<file path="src/rtl/program_loader_pkg.sv">
// rtl/program_loader_pkg.sv - shared types and constants for the program loader
// Purpose: loader FSM state encoding, header/word geometry, instruction word type.
// Ports: none (package loader_pkg).
package loader_pkg;

  typedef enum logic [2:0] {
    LEN0,
    LEN1,
    DATA,
    FLUSH,
    CSUM,
    DONE,
    ERR
  } state_t;

  localparam int HDR_BYTES      = 2;
  localparam int BYTES_PER_WORD = 4;

  typedef logic [31:0] word_t;

endpackage

</file>
<file path="src/rtl/program_loader_word_assembler.sv">
// rtl/program_loader_word_assembler.sv - packs accepted bytes little-endian into 32-bit words
// Purpose: byte-lane counter plus shift register; emits a one-cycle word_ready
//          pulse the cycle after the 4th byte of a word is accepted.
// Ports:
//   clk        in   system clock, rising edge
//   clear      in   synchronous clear of lane counter, word and pulse
//   accept     in   strobe: data holds a byte belonging to the current word
//   data       in   8-bit byte
//   word       out  packed word, bits [7:0] = first byte
//   word_ready out  one-cycle pulse while word holds a freshly completed word
module word_assembler
  import loader_pkg::*;
(
  input  logic       clk,
  input  logic       clear,
  input  logic       accept,
  input  logic [7:0] data,
  output word_t      word,
  output logic       word_ready
);

  logic [1:0]  lane;
  logic [23:0] low;

  always_ff @(posedge clk) begin
    if (clear) begin
      lane       <= '0;
      low        <= '0;
      word       <= '0;
      word_ready <= 1'b0;
    end else begin
      word_ready <= 1'b0;
      if (accept) begin
        if (lane == 2'(BYTES_PER_WORD - 1)) begin
          // low already holds bytes 2,1,0 from the top down
          word       <= {data, low};
          word_ready <= 1'b1;
          lane       <= '0;
        end else begin
          // shift right so the earliest byte ends up in the lowest lane
          low  <= {data, low[23:8]};
          lane <= lane + 1'b1;
        end
      end
    end
  end

endmodule

</file>
<file path="src/rtl/program_loader.sv">
// rtl/program_loader.sv - boot loader: byte stream to instruction memory, then core release
// Purpose: reads a 2-byte little-endian word count N, then N*4 data bytes, writes
//          packed words to imem from address 0 and releases core_reset when done.
//          Optional trailing XOR checksum byte when PROGRAM_LOADER_CHECKSUM_EN is defined.
// Ports:
//   clk, reset            clock; synchronous active-high reset
//   in_valid/in_data      byte stream in; in_ready out (transfer when valid && ready)
//   imem_we/addr/wdata    instruction memory write port, one pulse per word
//   core_reset            held high until the load completes
//   done, error           load completed / load aborted (both sticky until reset)
module program_loader
  import loader_pkg::*;
#(
  parameter int ADDR_W = 8,
  parameter int LEN_W  = 16
) (
  input  logic              clk,
  input  logic              reset,
  input  logic              in_valid,
  input  logic [7:0]        in_data,
  output logic              in_ready,
  output logic              imem_we,
  output logic [ADDR_W-1:0] imem_addr,
  output logic [31:0]       imem_wdata,
  output logic              core_reset,
  output logic              done,
  output logic              error
);

  localparam logic [LEN_W:0] MAX_WORDS = {{LEN_W{1'b0}}, 1'b1} << ADDR_W;

  state_t           state;
  logic [7:0]       len_lo;
  logic [LEN_W-1:0] n_words;
  logic [LEN_W-1:0] word_cnt;
  logic [1:0]       byte_cnt;

  logic             xfer;
  logic             accept;
  logic [LEN_W-1:0] n_hdr;
  logic             last_byte;
  logic             last_word;
  word_t            word;
  logic             word_ready;

`ifdef PROGRAM_LOADER_CHECKSUM_EN
  logic [7:0]       csum;
`endif

  assign xfer      = in_valid && in_ready;
  assign accept    = xfer && (state == DATA);
  assign n_hdr     = {in_data, len_lo};
  assign last_byte = (byte_cnt == 2'(BYTES_PER_WORD - 1));
  assign last_word = (({1'b0, word_cnt} + 1'b1) == {1'b0, n_words});

  word_assembler u_word_assembler (
    .clk        (clk),
    .clear      (reset),
    .accept     (accept),
    .data       (in_data),
    .word       (word),
    .word_ready (word_ready)
  );

  assign imem_we    = word_ready;
  assign imem_wdata = word;

  always_ff @(posedge clk) begin
    if (reset) begin
      state      <= LEN0;
      in_ready   <= 1'b0;
      core_reset <= 1'b1;
      done       <= 1'b0;
      error      <= 1'b0;
      len_lo     <= '0;
      n_words    <= '0;
      word_cnt   <= '0;
      byte_cnt   <= '0;
      imem_addr  <= '0;
`ifdef PROGRAM_LOADER_CHECKSUM_EN
      csum       <= '0;
`endif
    end else begin
      // The final word is always written outside DATA, so the address only
      // advances after non-final writes and never wraps past the last word.
      if (word_ready && (state == DATA)) begin
        imem_addr <= imem_addr + 1'b1;
      end

      case (state)
        LEN0: begin
          in_ready <= 1'b1;
          if (xfer) begin
            len_lo <= in_data;
            state  <= LEN1;
          end
        end

        LEN1: begin
          if (xfer) begin
            n_words <= n_hdr;
            if (n_hdr == '0) begin
              state      <= DONE;
              in_ready   <= 1'b0;
              done       <= 1'b1;
              core_reset <= 1'b0;
            end else if ({1'b0, n_hdr} > MAX_WORDS) begin
              state    <= ERR;
              in_ready <= 1'b0;
              error    <= 1'b1;
            end else begin
              state <= DATA;
            end
          end
        end

        DATA: begin
          if (xfer) begin
            byte_cnt <= byte_cnt + 1'b1;
`ifdef PROGRAM_LOADER_CHECKSUM_EN
            csum     <= csum ^ in_data;
`endif
            if (last_byte) begin
              word_cnt <= word_cnt + 1'b1;
              if (last_word) begin
`ifdef PROGRAM_LOADER_CHECKSUM_EN
                state <= CSUM;
`else
                state    <= FLUSH;
                in_ready <= 1'b0;
`endif
              end
            end
          end
        end

        FLUSH: begin
          state      <= DONE;
          done       <= 1'b1;
          core_reset <= 1'b0;
        end

`ifdef PROGRAM_LOADER_CHECKSUM_EN
        CSUM: begin
          if (xfer) begin
            in_ready <= 1'b0;
            if (in_data == csum) begin
              state      <= DONE;
              done       <= 1'b1;
              core_reset <= 1'b0;
            end else begin
              state <= ERR;
              error <= 1'b1;
            end
          end
        end
`endif

        DONE: begin
        end

        ERR: begin
        end

        default: begin
          // unreachable encodings park in ERR with the core held
          state    <= ERR;
          in_ready <= 1'b0;
          error    <= 1'b1;
        end
      endcase
    end
  end

endmodule

</file>
<file path="config.mk">
export PLATFORM = sky130hd
export DESIGN_NAME = program_loader
export DESIGN_NICKNAME = d
export VERILOG_FILES = /design/src/rtl/program_loader_pkg.sv /design/src/rtl/program_loader_word_assembler.sv /design/src/rtl/program_loader.sv
export SDC_FILE = /design/constraint.sdc
export NUM_CORES = 1
export LEC_CHECK = 0
export CAP_MARGIN = 20
export CORE_MARGIN = 2
export CORE_UTILIZATION = 55
export CTS_BUF_LIST = sky130_fd_sc_hd__clkbuf_4
export CTS_CLUSTER_SIZE = 8
export DETAILED_ROUTE_END_ITERATION = 7
export PLACE_DENSITY = 0.78
export SYNTH_ARGS = -nofsm -noshare
export SYNTH_HDL_FRONTEND = slang
export SYNTH_SLANG_ARGS = --single-unit
</file>
<file path="constraint.sdc">
create_clock -name clk -period 5.1 [get_ports clk]
set_input_delay 1.02 -clock clk [delete_from_list [all_inputs] [get_ports clk]]
set_output_delay 1.02 -clock clk [all_outputs]
set_load 0.02 [all_outputs]
</file>
Word-level counts from Yosys, hierarchy flattened. Cells that the tools add are included.

Register bits: 116. Output and inout bits: 45. Input port bits: 11. Word-level logic and storage cells: 89.

$lt $le $gt $ge: 1. Reduce and logical (&&, ||, !) cells: 20. Equality and inequality tests: 17. Bitwise operators: 5. Mux-type cells: 27. $add $sub $neg: 5.

Operator list (number): $mux W3 (7); $add A16 B1 Y17 const B (1); $eq A17 B16 Y1 (1); $add A16 B1 Y16 const B (1); $gt A16 B9 Y1 const B (1); $logic_not A16 Y1 (1); $ne A2 B2 Y1 const B (8); $pmux W3 S5 (1); $mux W1 (14); $reduce_and A6 Y1 (2); $reduce_and A2 Y1 (5); $add A8 B1 Y8 const B (1); $eq A3 B2 Y1 const B (2); $eq A3 B3 Y1 const B (2); $pmux W1 S2 (3); $reduce_and A3 Y1 (2); $not A1 Y1 (5); $reduce_or A5 Y1 (1); $add A2 B1 Y2 const B (2); $eq A2 B2 Y1 const B (2); $pmux W1 S4 (1); $reduce_and A4 Y1 (1); $reduce_or A2 Y1 (2); $eq A3 B1 Y1 const B (1); other kinds (6) (8).

Longest topological paths before layout.
Depth in word-level cells: 6. Gate-level depth with buffers: 7. Depth with buffers taken out: 7.

Hierarchy. A second synthesis with hierarchy kept.

Cells, all modules: 559. Area total of the unflattened synthesis: 5247.5 um2.

Modules (own cells, without submodules): program_loader (cells an instance 353, area an instance 2890.3 um2, instances 1, sequential area each 1141.1 um2); word_assembler (cells an instance 206, area an instance 2357.3 um2, instances 1, sequential area each 1181.1 um2).

Worst setup path before layout. OpenSTA, ideal clock, no wires.

Kind: input to register. From: in in_data[1]. To: reg state[0]. Buffers on the path: 0. Data required time: 5.040 ns. Stages on the path: 6. Arrival time: 2.401 ns. Path slack: 2.638 ns. Library setup time: 0.060 ns. Cells stage by stage: or4_1 -> nor4_2 -> a21oi_1 -> a21oi_1 -> and3_1 -> a32o_1.

Longest elaborated chain between the ends: 4.

RTL lines: start: declaration (RTL line program_loader.sv:20) `input logic [7:0] in_data,`; $logic_not A16 Y1 (RTL line program_loader.sv:102) `if (n_hdr == '0) begin`; $mux W3 (RTL line program_loader.sv:102); $mux W3 (RTL line program_loader.sv:100) `if (xfer) begin`; $pmux W3 S5 (RTL line program_loader.sv:90) `case (state)`; end signal: assignment (RTL line program_loader.sv:95) `state <= LEN1;`; end signal: assignment (RTL line program_loader.sv:103) `state <= DONE;`; end signal: assignment (RTL line program_loader.sv:108) `state <= ERR;`; end: declaration (RTL line program_loader.sv:32) `state_t state;`.

Every way passes these cells. The select of a mux whose other input is x is not followed. A chain may end at the register's enable or synchronous reset.

Worst setup path in the final report. Ends and elaborated chain as after synthesis.

==> impl_metrics.tcl <==
set metrics [dict create \
    worst-setup-path-type "in -> reg" \
    ys_async_sr_fraction_pct 0 \
    ant_nets 0 \
    dieArea_um2 9750 \
    setup-violations-final 0 \
    worst-endpoint-arrival_ns 3.18 \
    wire_per_inst_um 14.8 \
    insertion_delay_ns 0.52 \
    drv_cap 0 \
    nNetsFinal 652 \
    p_leak_nw 1.98 \
    cts_buffer_depth 2 \
    viasPerCell 5.58 \
    areaGrowthSynthToFinish_pct 18.0 \
    die_h_um 98.7 \
    fin_setup_tns_ns 0 \
    cts.reportedPaths.clkPinSlew_ns 0.12 \
    core_area_um2 8720 \
    crit_top_cell "a21oi_1" \
    r2r_slack_ns 2.70 \
    slew_headroom_pct 42.3 \
    finalHoldViolations 0 \
    required_ns 5.57 \
    syn_inst 595 \
    period_share_pct 53.1 \
    worst_pin_slew_ns 0.866 \
    synth_edf_count 0 \
    diodes 0 \
    numCtsBuffers 17 \
    antenna_found_initial 0 \
    port_buffers 55 \
    drive_gt1_share_pct 7.85 \
    grt_pass1_wl_mm 18.6 \
    drt-initial-drc-count 287 \
    io_pins 56 \
    layout_common_cells "nand2_1 (142), dfxtp_1 (116), a21oi_1 (74)" \
    crit_fanout 5 \
    grt_max_degree 62 \
    synthesis.area_um2 4930 \
    track_usage_pct 23.6 \
    path_cells "clkdlybuf4s50_1 > or4_1 > nor4_2 > a21oi_1 > a21oi_1 > and3_1 > a32o_1" \
    htreeDepth 4 \
    final_common_cell "nand2_1" \
    post-cts-setup-buffer-count 0 \
    reg2reg_from "word_cnt[0]" \
    syn_area_per_cell_um2 8.29 \
    cts_root_buf "clkbuf_4" \
    yosysSeqAreaShare_pct 47.1 \
    wirelength_mm 11.2 \
    fmax_ghz 0.369 \
    gp_congestion 0.940 \
    status "finished clean" \
    drv_slew 0 \
    grt_pass1_vias 4003 \
    synth_warnings 0 \
    hold_path.class "reg -> reg" \
    num_rows 34 \
    rr_worst_depth 7 \
    drc_errors 0 \
    postCtsHoldBufs 0 \
    start_util_pct 56.6 \
    synth_cell_types 51 \
    placed_area_um2 5500 \
    ir_worst_vdd_uv 161 \
    endpoint "state[0]" \
    yosys_most_used_dff "dfxtp_1" \
    slowest_delay_ns 0.58 \
    synth_nets 610 \
    tritoncts "yes" \
    timing.critical_path.from "in_data[1]" \
    ys_seq_elements 116 \
    ctsResizeCount 0 \
    pre_cts_ws_ns 1.89 \
    chipWidth_um 98.7 \
    reg2reg_to "in_ready" \
    worst_setup_path_start_kind "input pin" \
    vias 4230 \
    rsz0062_at_grt "false" \
    period_needed_ns 2.71 \
    p_per_area_nw_per_um2 298 \
    finClkSkew_ns 0.0184 \
    drt_first_pass_iters 6 \
    critPathSlowestCell "or4_1" \
    power_mw 1.74 \
    end_kind "flop" \
    setup_slack_ns 2.39 \
    final_cell_area_um2 5820 \
    cts.sinks 116 \
    grt_overflow_total 0 \
    hpwl_mm 7.55 \
]
==> cell families (layout without fill, tap and decap cells) <==
| family | count (synthesis) | in the layout | synth area share [%] |
|---|---|---|---|
| flops | 116 | 116 | 47.1 |
| buf+inv | 45 | 100 | 3.85 |
| compound gates | 100 | 100 | 11.5 |
| simple gates | 264 | 264 | 24.3 |
| xor+xnor | 44 | 44 | 7.81 |
| fa+ha+maj | 4 | 4 | 1.01 |
| mux | 22 | 22 | 4.49 |
==> area by class of cell <==
class	instances	area, um^2
Clock buffer	17	128
Clock inverter	15	170
Fill cell	716	2900
Inverter	8	30.0
Multi-Input combinational cell	434	2420
Sequential cell	116	2320
Tap cell	108	135
Timing Repair Buffer	60	613
==> power breakdown <==
group / total (mW) / switching [mW] / internal [mW]
registers: 0.931 / 0.0130 / 0.918
logic: 0.106 / 0.0672 / 0.0384
clock network: 0.700 / 0.396 / 0.304
==> synthesized netlist by cell type, types with 3 or more instances <==
cell,n,area (um^2)
nand3_1,18,90.1
nand3_2,3,30.0
o21ai_0,8,40.0
xor2_1,18,158
nor2_1,57,214
nor2b_1,3,18.8
xnor2_1,26,228
nor3_1,6,30.0
nand2_1,142,533
mux2i_1,21,210
and3_1,5,31.3
clkbuf_1,29,109
and4_1,3,26.3
a21oi_1,74,370
nand4_1,8,50.1
nor4_1,3,18.8
buf_2,5,25.0
dfxtp_1,116,2320
ha_1,4,50.1
inv_1,8,30.0
==> through the flow <==
| stage | hold WS, ns | instances | util, % |
|---|---|---|---|
| 3_5_place_dp | 0.438 | 725 | 63.0 |
| 4_1_cts | 0.454 | 757 | 66.4 |
| 2_1_floorplan | 0.432 | 595 | - |
| 6_report | 0.453 | 758 | 66.7 |
| 5_1_grt | 0.484 | 758 | 66.7 |
| 3_3_place_gp | 0.433 | 724 | 62.8 |
==> how the worst min path moves through the flow <==
stage,start,to,depth (start not counted)
3_5_place_dp,done,done,2
3_3_place_gp,done,done,2
6_report,done,done,2
4_1_cts,done,done,2
5_1_grt,done,done,2
2_1_floorplan,u_word_assembler.low[0],u_word_assembler.word[0],2
==> critical path, delay by kind of cell <==
| kind | cells | cell delay, ns |
|---|---|---|
| AOI/OAI and AO/OA | 3 | 0.58 |
| and+or+nand+nor | 3 | 1.05 |
| buffers and inverters | 1 | 0.53 |
==> routing by layer <==
layer  part of all wire [%]  global-route usage (%)  vias up
met3                    6.0                    6.10       19
met1                     44                    29.1     1981
li1                       -                       -     2082
met2                     48                    39.1      148
met4                    1.8                    10.1        0
met5                      0                       0        -
==> registers in the layout (all words and copies together), names as in the netlist, 2 cells and up <==
signal,flops
u_word_assembler.word,32
u_word_assembler.low,24
n_words,16
word_cnt,16
imem_addr,8
len_lo,8
state,3
byte_cnt,2
u_word_assembler.lane,2
No activity file was read; power rests on OpenSTA's default activity.
